File: config.mk
export PLATFORM = sky130hd
export DESIGN_NAME = inst_cache_ctrl
export DESIGN_NICKNAME = d
export VERILOG_FILES = /design/src/rtl/icache_pkg.sv /design/src/rtl/inst_cache_ctrl.sv
export SDC_FILE = /design/constraint.sdc
export NUM_CORES = 1
export LEC_CHECK = 0
export BUFFER_PORTS_ARGS = -buffer_cell sky130_fd_sc_hd__buf_2
export CORE_MARGIN = 5
export CORE_UTILIZATION = 23
export CTS_CLUSTER_SIZE = 8
export DETAILED_ROUTE_END_ITERATION = 6
export PLACE_DENSITY = 0.44
export SLEW_MARGIN = 10
export SYNTH_ARGS = -nofsm -noshare
export SYNTH_HDL_FRONTEND = slang
export SYNTH_SLANG_ARGS = --single-unit
File: constraint.sdc
create_clock -name clk -period 5.9 [get_ports clk]
set_clock_uncertainty 0.1 [all_clocks]
set_input_delay 1.18 -clock clk [delete_from_list [all_inputs] [get_ports clk]]
set_output_delay 1.18 -clock clk [all_outputs]
set_load 0.02 [all_outputs]
File: src/rtl/icache_pkg.sv
// Shared types and address-split helpers for the direct-mapped instruction cache.
// Geometry: 16 one-word lines, byte address split as tag[31:6] | index[5:2] | byte[1:0].
package icache_pkg;

  localparam int ICACHE_INDEX = 4;
  localparam int ICACHE_SIZE  = 1 << ICACHE_INDEX;
  localparam int ITAGLSB      = ICACHE_INDEX + 2;
  localparam int ITAGMSB      = 31;
  localparam int TAG_W        = ITAGMSB - ITAGLSB + 1;
  localparam int WADDR_W      = ITAGMSB - 1;

  typedef enum logic [2:0] {
    S_IDLE,
    S_LOOKUP,
    S_MISS,
    S_FILL,
    S_RESP,
    S_FLUSH
  } icache_state_t;

  // Helpers take the word address (byte address >> 2), so every bit they see is used.
  function automatic logic [TAG_W-1:0] addr_tag(input logic [WADDR_W-1:0] waddr);
    return waddr[WADDR_W-1:ITAGLSB-2];
  endfunction

  function automatic logic [ICACHE_INDEX-1:0] addr_index(input logic [WADDR_W-1:0] waddr);
    return waddr[ITAGLSB-3 -: ICACHE_INDEX];
  endfunction

endpackage

File: src/rtl/inst_cache_ctrl.sv
// Direct-mapped instruction-cache controller: tag compare on fetch, single-line refill
// from memory on a miss, whole-cache invalidation on flush, saturating hit/miss counters.
//
// Handshakes: a fetch is accepted on a rising edge where cpu_req_valid && cpu_req_ready;
// cpu_resp_valid is a one-cycle pulse with no backpressure. mem_req is a level held with
// a stable mem_addr until the edge where mem_ack is high; mem_ack outside MISS is ignored.
module inst_cache_ctrl
  import icache_pkg::*;
#(
  parameter int ADDR_W = 32,
  parameter int DATA_W = 32,
  parameter int CNT_W  = 32
) (
  input  logic                    clk,
  input  logic                    rst,
  input  logic                    cpu_req_valid,
  output logic                    cpu_req_ready,
  input  logic [ADDR_W-1:0]       cpu_req_addr,
  output logic                    cpu_resp_valid,
  output logic [DATA_W-1:0]       cpu_resp_data,
  input  logic                    flush_req,
  output logic                    flush_done,
  output logic                    tag_we,
  output logic [ICACHE_INDEX-1:0] tag_index,
  output logic                    tag_valid_in,
  output logic [TAG_W-1:0]        tag_in,
  input  logic                    tag_valid_out,
  input  logic [TAG_W-1:0]        tag_out,
  output logic                    dat_we,
  output logic [DATA_W-1:0]       dat_wdata,
  input  logic [DATA_W-1:0]       dat_rdata,
  output logic                    mem_req,
  output logic [ADDR_W-1:0]       mem_addr,
  input  logic                    mem_ack,
  input  logic [DATA_W-1:0]       mem_rdata,
  output logic [CNT_W-1:0]        hit_cnt,
  output logic [CNT_W-1:0]        miss_cnt,
  output icache_state_t           dbg_state_o
);

  icache_state_t           state_q, state_d;
  logic [ADDR_W-3:0]       waddr_q, waddr_d;
  logic [DATA_W-1:0]       line_q, line_d;
  logic [ICACHE_INDEX-1:0] flush_cnt_q, flush_cnt_d;
  logic                    flush_done_q, flush_done_d;
  logic [CNT_W-1:0]        hit_cnt_q, hit_cnt_d;
  logic [CNT_W-1:0]        miss_cnt_q, miss_cnt_d;
  logic                    lookup_hit;
  logic                    unused_addr_lsb;

  // Fetches are word granular; the byte offset never reaches the cache.
  assign unused_addr_lsb = ^cpu_req_addr[1:0];

  assign lookup_hit = (state_q == S_LOOKUP) && tag_valid_out &&
                      (tag_out == addr_tag(waddr_q));

  always_comb begin
    state_d      = state_q;
    waddr_d      = waddr_q;
    line_d       = line_q;
    flush_cnt_d  = flush_cnt_q;
    flush_done_d = 1'b0;
    hit_cnt_d    = hit_cnt_q;
    miss_cnt_d   = miss_cnt_q;
    case (state_q)
      S_IDLE: begin
        if (flush_req) begin
          flush_cnt_d = '0;
          state_d     = S_FLUSH;
        end else if (cpu_req_valid) begin
          waddr_d = cpu_req_addr[ADDR_W-1:2];
          state_d = S_LOOKUP;
        end
      end
      S_LOOKUP: begin
        if (lookup_hit) begin
          line_d    = dat_rdata;
          hit_cnt_d = (&hit_cnt_q) ? hit_cnt_q : hit_cnt_q + 1'b1;
          state_d   = S_IDLE;
        end else begin
          miss_cnt_d = (&miss_cnt_q) ? miss_cnt_q : miss_cnt_q + 1'b1;
          state_d    = S_MISS;
        end
      end
      S_MISS: begin
        if (mem_ack) begin
          line_d  = mem_rdata;
          state_d = S_FILL;
        end
      end
      S_FILL: state_d = S_RESP;
      S_RESP: state_d = S_IDLE;
      S_FLUSH: begin
        flush_cnt_d = flush_cnt_q + 1'b1;
        // The cache size is a power of two, so the last index is all-ones.
        if (&flush_cnt_q) begin
          flush_done_d = 1'b1;
          state_d      = S_IDLE;
        end
      end
      default: state_d = S_IDLE;
    endcase
  end

  always_ff @(posedge clk) begin
    if (rst) begin
      state_q      <= S_IDLE;
      waddr_q      <= '0;
      line_q       <= '0;
      flush_cnt_q  <= '0;
      flush_done_q <= 1'b0;
      hit_cnt_q    <= '0;
      miss_cnt_q   <= '0;
    end else begin
      state_q      <= state_d;
      waddr_q      <= waddr_d;
      line_q       <= line_d;
      flush_cnt_q  <= flush_cnt_d;
      flush_done_q <= flush_done_d;
      hit_cnt_q    <= hit_cnt_d;
      miss_cnt_q   <= miss_cnt_d;
    end
  end

  assign cpu_req_ready  = (state_q == S_IDLE) && !flush_req;
  // A hit must answer in the lookup cycle, so its data bypasses the line register.
  assign cpu_resp_valid = lookup_hit || (state_q == S_RESP);
  assign cpu_resp_data  = lookup_hit ? dat_rdata : line_q;
  assign flush_done     = flush_done_q;

  assign tag_we       = (state_q == S_FILL) || (state_q == S_FLUSH);
  assign dat_we       = (state_q == S_FILL);
  assign tag_valid_in = (state_q == S_FILL);
  assign tag_in       = (state_q == S_FILL) ? addr_tag(waddr_q) : '0;
  assign tag_index    = (state_q == S_FLUSH) ? flush_cnt_q : addr_index(waddr_q);
  assign dat_wdata    = line_q;

  assign mem_req  = (state_q == S_MISS);
  assign mem_addr = {waddr_q, 2'b00};

  assign hit_cnt     = hit_cnt_q;
  assign miss_cnt    = miss_cnt_q;
  assign dbg_state_o = state_q;

endmodule

==> results of run 1 <==
cell families (layout without fill, tap and decap cells):
group / Yosys count / in the layout / share of synthesized area
xor+xnor: 27 / 27 / 0.0327
buf+inv: 70 / 373 / 0.0412
flops: 134 / 134 / 0.371
fa+ha+maj: 3 / 3 / 0.00519
simple gates: 540 / 540 / 0.365
mux: 25 / 25 / 0.0386
compound gates: 150 / 150 / 0.146
other cells: 1 / 3 / 0.000518
worst max path at each step:
stage,start,to,slack (ns),cells past startpoint
after detailed placement,tag_out[1],cpu_resp_data[0],1.17,8
after floorplan,tag_out[13],cpu_resp_data[10],1.97,9
after global placement,tag_out[1],cpu_resp_data[0],1.20,8
after CTS,tag_out[1],cpu_resp_data[0],1.18,8
final,tag_out[1],cpu_resp_data[0],1.23,8
after global routing,tag_out[1],cpu_resp_data[0],1.06,8
final cells by class:
type | count | share of cell area
timing repair buffer | 334 | 0.174
tap | 402 | 0.0515
multi-input combinational | 747 | 0.437
inverter | 7 | 0.00269
sequential | 134 | 0.275
clock inverter | 14 | 0.0158
clock buffer | 18 | 0.0439
antenna | 1 | 0.000256
registers in the layout, summed over array words and instances, names as in the netlist:
name         flops
dbg_state_o      3
hit_cnt         32
miss_cnt        32
dat_wdata       32
flush_cnt_q      4
flush_done       1
waddr_q         30
per-layer routing:
layer,up-vias,GRT usage,part of all wire
met2,195,0.250,0.47
met3,32,0.0467,0.057
met5,-,0,0.00046
met1,3645,0.201,0.45
li1,3916,-,-
met4,2,0.0469,0.019
placed cells by master (no fill, tap or decap), types with 20 or more instances in the layout:
master	synthesis	final
sky130_fd_sc_hd__o21ai_0	22	22
sky130_fd_sc_hd__dfxtp_1	134	134
sky130_fd_sc_hd__nand2_1	210	210
sky130_fd_sc_hd__a21oi_1	62	62
sky130_fd_sc_hd__o221a_2	32	32
sky130_fd_sc_hd__nand4_1	31	31
sky130_fd_sc_hd__nand3_1	32	31
sky130_fd_sc_hd__nor2_1	107	107
sky130_fd_sc_hd__or3_1	20	20
sky130_fd_sc_hd__and2_1	28	28
sky130_fd_sc_hd__xnor2_1	26	26
sky130_fd_sc_hd__buf_2	15	322
sky130_fd_sc_hd__nor2b_1	24	24
sky130_fd_sc_hd__mux2_2	23	23
through the flow:
step           hold WS [ns]  instance area (um2)
2_1_floorplan         0.371                 7240
3_3_place_gp          0.373                 9180
3_5_place_dp          0.381                 9180
4_1_cts               0.395                 9770
5_1_grt               0.400                 9770
6_report              0.388                 9770
power by group:
| group | total, mW | leakage (nW) | internal (mW) | switching, mW |
|---|---|---|---|---|
| Clock | 1.08 | 0.277 | 0.626 | 0.453 |
| Combinational | 0.365 | 3.12 | 0.135 | 0.230 |
| Sequential | 0.980 | 1.08 | 0.939 | 0.0417 |
worst register-to-register path: cells and delay by family, from the launching register on:
family,cells,cell delay (ns)
simple gates,5,1.60
flops,1,0.55
buf+inv,3,0.86
compound gates,1,0.19
==> impl_summary.log, run 1 <==
INFO  metric run_status = finished clean
INFO  metric regToRegSetupSlack = 2.54 ns
INFO  metric timing.critical_path.slowest_cell_delay = 0.73 ns
INFO  metric first_global_vias = 7482
INFO  metric grt_antenna_before_repair = 2
INFO  metric grt_max_degree = 59
INFO  metric fmax = 214 MHz
INFO  metric area.sequential = 2680 um2
INFO  metric syn-cell-area = 7240 um2
INFO  metric tightestPinTransition = 1.11 ns
INFO  metric master_cell_of_the_clock_root_buffer = sky130_fd_sc_hd__clkbuf_16
INFO  metric drc = 0
INFO  metric drtIter0Drc = 420
INFO  metric max_slew_margin = 0.260
INFO  metric synth_flop_cell = sky130_fd_sc_hd__dfxtp_1
INFO  metric synth.top_cells.by_count = 210 x sky130_fd_sc_hd__nand2_1, 134 x sky130_fd_sc_hd__dfxtp_1, 107 x sky130_fd_sc_hd__nor2_1
INFO  metric wl_cell = 17.0 um
INFO  metric finalWeightedCongestion = 0.807
INFO  metric synth.distinct_cells = 55
INFO  metric ctsResizeCount = 0
INFO  metric worst_path_max_delay_cell = sky130_fd_sc_hd__and3_2
INFO  metric place.port_buffers = 323
INFO  metric yosys.area.top_type_share = 0.371
INFO  metric htree_num_levels = 4
INFO  metric critical_path.cell_chain = buf_2 -> xnor2_1 -> nand4_1 -> nor4_2 -> and3_2 -> nand2_1 -> nand2_1 -> buf_2
INFO  metric final.setup.tns = 0 ns
INFO  metric r2r-start = dbg_state_o[0]$_SDFFE_PP0P_
INFO  metric placementRows = 65
INFO  metric clk_path_buf_depth = 2
INFO  metric placeableCoreArea = 31300 um2
INFO  metric synth_top_area_cells = sky130_fd_sc_hd__dfxtp_1 37%, sky130_fd_sc_hd__nand2_1 11%, sky130_fd_sc_hd__nor2_1 5.6%
INFO  metric timing.hold.worst_endpoint = waddr_q[2]$_SDFFE_PP0P_
INFO  metric cts-buffers-inserted = 17
INFO  metric finalNonFillerCells = 1657
INFO  metric layout-drive-gt1-share = 0.351
INFO  metric final_critical_path_setup_slack = 1.23 ns
INFO  metric setup_viol = 0
INFO  metric timing.critical_path.required = 4.62 ns
INFO  metric clk-insertion-delay-late = 0.43 ns
INFO  metric critical_path_arrival = 3.39 ns
INFO  metric worst-path-buf-inv = 2
INFO  metric maxSlewViolCount = 0
INFO  metric criticalPathCategory = primary input to output pin
INFO  metric vias_per_cell = 4.70
INFO  metric post-synth-top-area-cell = sky130_fd_sc_hd__dfxtp_1
INFO  metric pin_count = 328
INFO  metric flow.area_growth_from_synthesis = 35.0%
INFO  metric synth_area_per_cell = 7.62 um2
INFO  metric chipHeight = 187 um
INFO  metric power.leakage = 4.48 nW
INFO  metric clock_sink_count = 134
INFO  metric total_power = 2.42 mW
INFO  metric initial_cell_density_of_the_core = 0.231
INFO  metric drt_pre_antenna_iters = 4
INFO  metric synth_sequential_area_ratio = 0.371
INFO  metric antenna_violating_nets_post_route = 0
INFO  metric pre_cts_ws = 1.17 ns
INFO  metric grt_remaining_overflow = 0
INFO  metric clk_transition_reported_paths = 0.06 ns
INFO  metric hold_path_startpoint = waddr_q[2]$_SDFFE_PP0P_
INFO  metric die_w = 187 um
INFO  metric routed_wirelength = 28.1 mm
INFO  metric layout.core_utilization = 0.312
INFO  metric max-cap-violations = 0
INFO  metric asyncSetResetFlopFracSynth = 0
INFO  metric finalHoldViolations = 0
INFO  metric post_synth_edffs = 0
INFO  metric layout.nets = 1372
INFO  metric hpwlAfterDp = 20.8 mm
INFO  metric power.ir.vdd_worst = 196 uV
INFO  metric worst_r2r_endpoint = dat_wdata[6]$_SDFFE_PP0P_
INFO  metric cts_tree = built
INFO  metric timing.hold.worst_path_depth = 2
INFO  metric placed_cells = 1624
INFO  metric synth-warning-count = 0
INFO  metric min-delay-path-class = flop to flop
INFO  metric p_per_area = 248 nW/um2
INFO  metric grt_setup_unrepaired = no
INFO  metric dieArea = 35100 um2
INFO  metric layout_worst_path_cycle_share = 0.791
INFO  metric nFillCells = 3469
INFO  metric vias_post_dr = 7790
INFO  metric cts_hold_buf = 0
INFO  metric startpoint_type = primary input
INFO  metric post-synth-top-count-cell = sky130_fd_sc_hd__nand2_1
INFO  metric groute.usage.overall = 0.155
INFO  metric path_delay_family = simple AND/OR/NAND/NOR gates
INFO  metric global_route_wire_length_before_repair = 43.8 mm
INFO  metric ys_seq_elements = 134
INFO  metric setup_bufs_post_cts = 0
INFO  metric crit_fanout = 33
INFO  metric postSynthCellCount = 950
INFO  metric multi_input_area = 4270 um2
INFO  metric post-route-min-period = 4.67 ns
INFO  metric worstSetupEndpointType = output pin
INFO  metric worst-r2r-cell-count = 9
No activity file was read; power rests on OpenSTA's default activity.
==> run 2: changes to the inputs <==
- clock period: 5.9 -> 4.35 ns (I/O delays scaled with it)
==> run 2 against run 1 <==
Global-route usage is 0.28 points lower. Register-to-register slack worse by 1.1 ns. Final cell count hardly changed. Sequential share of layout area is 0.15 points lower. Critical path depth is 1 higher. Sequential power is 36% higher. Routed wire length is 0.68% lower. Die area stayed put. Clock-buffer cell count is 2 higher. First-iteration DRC count is 15% lower. Hold slack worse by 0.011 ns.
==> impl_summary.log, run 2 (synthesis gave the netlist of run 1 again) <==
INFO  metric cts-buffers-inserted = 17 (unchanged)
INFO  metric clk_transition_reported_paths = 0.06 ns (about the same)
INFO  metric tightestPinTransition = 1.12 ns (+0.0146 ns)
INFO  metric antenna_violating_nets_post_route = 0 (unchanged)
INFO  metric post-route-min-period = 3.80 ns
INFO  metric startpoint_type = primary input
INFO  metric pin_count = 328 (unchanged)
INFO  metric clk_path_buf_depth = 2 (unchanged)
INFO  metric placementRows = 65 (unchanged)
INFO  metric layout.nets = 1372 (unchanged)
INFO  metric vias_per_cell = 4.73 (+0.56%)
INFO  metric layout-drive-gt1-share = 0.350 (-0.00132)
INFO  metric max-cap-violations = 0 (unchanged)
INFO  metric power.leakage = 4.50 nW (+0.38%)
INFO  metric total_power = 3.39 mW (+40%)
INFO  metric first_global_vias = 7547 (+0.87%)
INFO  metric drt_pre_antenna_iters = 4 (unchanged)
INFO  metric flow.area_growth_from_synthesis = 35.7%
INFO  metric cts_hold_buf = 0 (unchanged)
INFO  metric min-delay-path-class = flop to flop
INFO  metric worst_hold_slack = 0.378 ns (-0.0107 ns)
INFO  metric layout.core_utilization = 0.314 (+0.00168)
INFO  metric run_status = finished clean
INFO  metric initial_cell_density_of_the_core = 0.231 (unchanged)
INFO  metric drtIter0Drc = 356 (-15%)
INFO  metric nFillCells = 3443 (-0.75%)
INFO  metric cts_tree = built
INFO  metric final_common_cell = sky130_fd_sc_hd__buf_2
INFO  metric fmax = 263 MHz
INFO  metric finalNonFillerCells = 1656 (-0.060%)
INFO  metric setup_bufs_post_cts = 0 (unchanged)
INFO  metric vias_post_dr = 7829 (+0.50%)
INFO  metric multi_input_area = 4270 um2 (unchanged)
INFO  metric master_cell_of_the_clock_root_buffer = sky130_fd_sc_hd__clkbuf_16
INFO  metric routed_wirelength = 27.9 mm (-0.68%)
INFO  metric placed_cells = 1624 (unchanged)
INFO  metric setup_viol = 0 (unchanged)
INFO  metric crit_fanout = 33 (unchanged)
INFO  metric global_route_wire_length_before_repair = 43.3 mm (-1.2%)
INFO  metric maxSlewViolCount = 0 (unchanged)
INFO  metric placeableCoreArea = 31300 um2 (unchanged)
INFO  metric max_slew_margin = 0.250 (-0.00979)
INFO  metric area.sequential = 2680 um2 (unchanged)
INFO  metric finalHoldViolations = 0 (unchanged)
INFO  metric dieArea = 35100 um2 (unchanged)
INFO  metric htree_num_levels = 4 (unchanged)
INFO  metric timing.critical_path.required = 3.38 ns (-1.24 ns)
INFO  metric power.ir.vdd_worst = 262 uV (+34%)
INFO  metric final.setup.tns = 0 ns (unchanged)
INFO  metric layout_worst_path_cycle_share = 0.874
INFO  metric ctsResizeCount = 0 (unchanged)
INFO  metric criticalPathCategory = primary input to output pin
INFO  metric finalWeightedCongestion = 0.800 (-0.95%)
INFO  metric clock_sink_count = 134 (unchanged)
INFO  metric critical_path_arrival = 2.83 ns (-0.56 ns)
INFO  metric drc = 0 (unchanged)
INFO  metric grt_setup_unrepaired = no
INFO  metric die_w = 187 um (unchanged)
INFO  metric place.port_buffers = 323 (unchanged)
INFO  metric hpwlAfterDp = 20.6 mm (-0.99%)
INFO  metric wl_cell = 16.9 um (-0.62%)
INFO  metric p_per_area = 345 nW/um2 (+39%)
INFO  metric groute.usage.overall = 0.152 (-0.00279)
INFO  metric most-common-layout-cells = 322 x sky130_fd_sc_hd__buf_2, 210 x sky130_fd_sc_hd__nand2_1, 134 x sky130_fd_sc_hd__dfxtp_1
INFO  metric grt_max_degree = 81 (+37%)
INFO  metric chipHeight = 187 um (unchanged)
INFO  metric grt_remaining_overflow = 0 (unchanged)
INFO  metric clk-insertion-delay-late = 0.42 ns (about the same)
INFO  metric grt_antenna_before_repair = 2 (unchanged)
INFO  metric worstSetupEndpointType = output pin
-- run 2: cell count changes in the layout (fill, tap and decap cells not counted), sizes merged --
| cell | delta |
|---|---|
| bufinv | +2 |
| clkbuf | +2 |
| clkinv | -4 |
| clkinvlp | +1 |
| inv | -2 |
-- run 2: critical path: stages --
cell	delay, ns
sky130_fd_sc_hd__buf_2	0.11
sky130_fd_sc_hd__xnor2_1	0.24
sky130_fd_sc_hd__nand4_1	0.23
sky130_fd_sc_hd__nor4_2	0.40
sky130_fd_sc_hd__and3_2	0.22
sky130_fd_sc_hd__buf_4	0.35
sky130_fd_sc_hd__nand2_1	0.11
sky130_fd_sc_hd__nand2_1	0.11
sky130_fd_sc_hd__buf_2	0.17
-- run 2: final timing paths --
check	start	end	slack [ns]	cells after the start
min	waddr_q[1]$_SDFFE_PP0P_	waddr_q[1]$_SDFFE_PP0P_	0.38	2
min reg2reg	waddr_q[1]$_SDFFE_PP0P_	waddr_q[1]$_SDFFE_PP0P_	0.38	2
max	tag_out[1]	cpu_resp_data[0]	0.55	9
max reg2reg	waddr_q[5]$_SDFFE_PP0P_	miss_cnt[0]$_SDFFE_PP0P_	1.40	8
-- run 2: power by group --
part           switching [mW]  internal [mW]  total (mW)
combinational           0.312          0.183       0.495
sequential             0.0553           1.27        1.33
clock                   0.593          0.975        1.57
total                   0.960           2.43        3.39
-- run 2: per-stage QoR --
stage | area (um2) | worst slack (ns)
after detailed placement | 9200 | 0.463
final | 9820 | 0.548
after floorplan | 7240 | 1.04
after global placement | 9200 | 0.490
after global routing | 9820 | 0.390
after CTS | 9820 | 0.467
-- run 2: metal layers --
| metal | share of wire | GRT usage |
|---|---|---|
| met1 | 0.45 | 0.199 |
| met2 | 0.47 | 0.249 |
| met3 | 0.058 | 0.0403 |
| met5 | 0.00047 | 0 |
| met4 | 0.019 | 0.0429 |
-- run 2: final cells by class --
class,instances,share of cell area
Multi-Input combinational cell,747,0.435
Sequential cell,134,0.273
Timing Repair Buffer,334,0.175
Tap cell,402,0.0512
Clock buffer,20,0.0455
Clock inverter,11,0.0180
Inverter,7,0.00268
Antenna cell,1,0.000255
==> run 3: changes to the inputs <==
- ABC_AREA: not set -> 1
- CELL_PAD_IN_SITES_DETAIL_PLACEMENT: not set -> 0
- CELL_PAD_IN_SITES_GLOBAL_PLACEMENT: not set -> 1
- PLACE_DENSITY: 0.44 -> 0.59
==> run 3 against run 2 <==
Flip-flop and latch count unchanged. Synthesized cell count increased by 56%. Global-route usage up 3.0 points. Total power is 54% higher. Register-to-register slack gained 0.08 ns. First-iteration DRC count grew 73%. Final cell count increased by 40%. Hold slack improved by 0.012 ns. Core utilization shrank 1.2 points. Clock-buffer cell count grew 3. Die area grew 21%. Design area rose by 18%. Critical path type unchanged. Largest power group is now combinational cells.
==> impl_summary.log, run 3 <==
INFO  metric run_status = finished clean
INFO  metric worst_hold_slack = 0.390 ns (+0.0119 ns)
INFO  metric cts_tree = built
INFO  metric final.setup.tns = 0 ns (unchanged)
INFO  metric tightestPinTransition = 0.911 ns (-0.211 ns)
INFO  metric hpwlAfterDp = 29.5 mm (+43%)
INFO  metric hold_path_startpoint = flush_cnt_q[3]$_SDFFE_PP0P_
INFO  metric criticalPathCategory = primary input to output pin
INFO  metric cts-buffers-inserted = 17 (unchanged)
INFO  metric max_slew_margin = 0.393 (+0.143)
INFO  metric synth_flop_cell = sky130_fd_sc_hd__dfxtp_1
INFO  metric grt_setup_unrepaired = no
INFO  metric vias_post_dr = 10524 (+34%)
INFO  metric yosys.area.top_type_share = 0.303 (-0.0681)
INFO  metric die_w = 206 um (+10%)
INFO  metric startpoint_type = primary input
INFO  metric power.ir.vdd_worst = 254 uV (-3.1%)
INFO  metric master_cell_of_the_clock_root_buffer = sky130_fd_sc_hd__clkbuf_16
INFO  metric asyncSetResetFlopFracSynth = 0 (unchanged)
INFO  metric clk-insertion-delay-late = 0.44 ns (+0.02 ns)
INFO  metric initial_cell_density_of_the_core = 0.231 (about the same)
INFO  metric min-delay-path-class = flop to flop
INFO  metric postSynthCellCount = 1482 (+56%)
INFO  metric grt_remaining_overflow = 0 (unchanged)
INFO  metric timing.critical_path.required = 3.38 ns (about the same)
INFO  metric ys_seq_elements = 134 (unchanged)
INFO  metric groute.usage.overall = 0.183 (+0.0302)
INFO  metric chipHeight = 206 um (+10%)
INFO  metric ctsResizeCount = 0 (unchanged)
INFO  metric grt_antenna_before_repair = 13 (+11)
INFO  metric p_per_area = 451 nW/um2 (+31%)
INFO  metric setup_bufs_post_cts = 0 (unchanged)
INFO  metric combinationalPowerShare = 0.418 (+0.272)
INFO  metric netSwitchingPower = 2.30 mW (+140%)
INFO  metric post_dp_cell_area = 11000 um2 (+19%)
INFO  metric most-common-layout-cells = 428 x sky130_fd_sc_hd__nand2_1, 323 x sky130_fd_sc_hd__buf_2, 184 x sky130_fd_sc_hd__inv_1
INFO  metric first_global_vias = 10274 (+36%)
INFO  metric drt_pre_antenna_iters = 5 (+1)
INFO  metric synth.distinct_cells = 35 (-36%)
INFO  metric worst-r2r-cell-count = 13 (+5)
INFO  metric grt_max_degree = 68 (-16%)
INFO  metric finalHoldViolations = 0 (unchanged)
INFO  metric maxSlewViolCount = 0 (unchanged)
INFO  metric synth_area_per_cell = 5.98 um2 (-21%)
INFO  metric synth.top_cells.by_count = 429 x sky130_fd_sc_hd__nand2_1, 185 x sky130_fd_sc_hd__inv_1, 156 x sky130_fd_sc_hd__nor2_1
INFO  metric crit_fanout = 32 (-3.0%)
INFO  metric seq_power_share = 0.309 (-0.083)
INFO  metric flow.area_growth_from_synthesis = 30.5%
INFO  metric layout-drive-gt1-share = 0.212 (-0.137)
INFO  metric htree_num_levels = 4 (unchanged)
INFO  metric r2r-start = waddr_q[9]$_SDFFE_PP0P_
INFO  metric pwr-share-clk = 0.273 (-0.189)
INFO  metric layout_worst_path_cycle_share = 0.857 (-0.0174)
INFO  metric power_switching_share = 0.440 (+0.157)
INFO  metric placeableCoreArea = 38400 um2 (+23%)
INFO  metric power.leakage = 5.56 nW (+24%)
INFO  metric post_synth_edffs = 0 (unchanged)
INFO  metric clock_sink_count = 134 (unchanged)
INFO  metric worstSetupEndpointType = output pin
INFO  metric final_common_cell = sky130_fd_sc_hd__nand2_1
INFO  metric layout.nets = 1903 (+39%)
INFO  metric syn-cell-area = 8860 um2 (+23%)
INFO  metric finalWeightedCongestion = 0.858 (+7.3%)
INFO  metric timing.hold.worst_path_depth = 2 (unchanged)
INFO  metric synth_sequential_area_ratio = 0.303 (-0.0681)
INFO  metric critical_path_arrival = 2.76 ns (-0.07 ns)
INFO  metric setup_viol = 0 (unchanged)
INFO  metric vias_per_cell = 4.55 (-3.7%)
INFO  metric drc = 0 (unchanged)
INFO  metric routed_wirelength = 39.5 mm (+41%)
INFO  metric drtIter0Drc = 617 (+73%)
INFO  metric fmax = 268 MHz (+2.0%)
INFO  metric post-synth-top-area-cell = sky130_fd_sc_hd__dfxtp_1
INFO  metric post-synth-top-count-cell = sky130_fd_sc_hd__nand2_1
INFO  metric wl_cell = 17.1 um (+1.2%)
INFO  metric antenna_violating_nets_post_route = 0 (unchanged)
INFO  metric regToRegSetupSlack = 1.48 ns (+0.08 ns)
INFO  metric global_route_wire_length_before_repair = 60.2 mm (+39%)
INFO  metric timing.hold.worst_endpoint = flush_cnt_q[3]$_SDFFE_PP0P_
INFO  metric synth-warning-count = 0 (unchanged)
INFO  metric post-route-min-period = 3.73 ns (-0.0756 ns)
INFO  metric worst_r2r_endpoint = miss_cnt[0]$_SDFFE_PP0P_
INFO  metric design_area = 11600 um2 (+18%)
INFO  metric placementRows = 72 (+11%)
INFO  metric synth_top_area_cells = sky130_fd_sc_hd__dfxtp_1 30%, sky130_fd_sc_hd__nand2_1 18%, sky130_fd_sc_hd__inv_1 7.8%
INFO  metric pin_count = 328 (unchanged)
INFO  metric total_power = 5.22 mW (+54%)
INFO  metric intPower = 2.92 mW (+20%)
INFO  metric dieArea = 42600 um2 (+21%)
INFO  metric max-cap-violations = 0 (unchanged)
INFO  metric place.port_buffers = 323 (unchanged)
INFO  metric clk_path_buf_depth = 2 (unchanged)
INFO  metric clk_transition_reported_paths = 0.06 ns (about the same)
INFO  metric cts_hold_buf = 0 (unchanged)
## run 3: layer usage
layer  global-route usage  part of all wire
met4               0.0615             0.025
met5                    0           0.00068
met2                0.298              0.46
met1                0.226              0.44
met3               0.0612             0.079
## run 3: final cells by class
cell class,instances,area [um2]
Inverter,189,709
Clock inverter,8,75.1
Tap cell,518,648
Multi-Input combinational cell,1091,5200
Clock buffer,23,478
Fill cell,4500,26800
Antenna cell,10,25.0
Sequential cell,134,2680
Timing Repair Buffer,339,1750
## run 3: kinds of logic after synthesis
| group | count (synthesis) | share of synthesized area |
|---|---|---|
| AO/OA/AOI/OAI | 197 | 0.113 |
| XOR/XNOR | 44 | 0.0435 |
| adder cells (fa/ha/maj) | 3 | 0.00423 |
| buffers and inverters | 258 | 0.112 |
| flip-flops | 134 | 0.303 |
| other | 1 | 0.000423 |
| AND/OR/NAND/NOR | 845 | 0.424 |
## run 3: how the worst max path moves through the flow
stage                start           endpoint  slack (ns)  cells after the start
2_1_floorplan   tag_out[0]  cpu_resp_data[22]        1.14                     10
3_3_place_gp   tag_out[22]  cpu_resp_data[10]        0.64                      9
3_5_place_dp    tag_out[0]  cpu_resp_data[10]        0.64                     11
4_1_cts        tag_out[22]  cpu_resp_data[10]        0.63                      9
5_1_grt        tag_out[22]  cpu_resp_data[10]        0.48                      9
6_report        tag_out[0]  cpu_resp_data[10]        0.62                     11
## run 3: critical path, cell delays in order
cell and delay (ns):
sky130_fd_sc_hd__buf_2 0.10, sky130_fd_sc_hd__xnor2_1 0.34, sky130_fd_sc_hd__nand2_1 0.09, sky130_fd_sc_hd__nor2_1 0.12, sky130_fd_sc_hd__nand2_1 0.11, sky130_fd_sc_hd__nor2_2 0.22, sky130_fd_sc_hd__nand2_2 0.09, sky130_fd_sc_hd__buf_4 0.26
sky130_fd_sc_hd__nand2_1 0.12, sky130_fd_sc_hd__and2_1 0.21, sky130_fd_sc_hd__buf_2 0.20
## run 3: metrics by stage
step	std cells	util	worst slack, ns
2_1_floorplan	1483	-	1.14
3_3_place_gp	2271	0.286	0.642
3_5_place_dp	2271	0.286	0.641
4_1_cts	2302	0.301	0.626
5_1_grt	2311	0.301	0.479
6_report	2312	0.301	0.623
## run 3: power groups by stage
stage                     clock, mW  combinational [mW]  sequential [mW]
after floorplan                   0                1.18             1.83
after global placement            0                2.20             1.63
after detailed placement          0                2.20             1.63
after CTS                      1.48                2.21             1.61
after global routing           1.53                2.44             1.64
final                          1.42                2.18             1.61
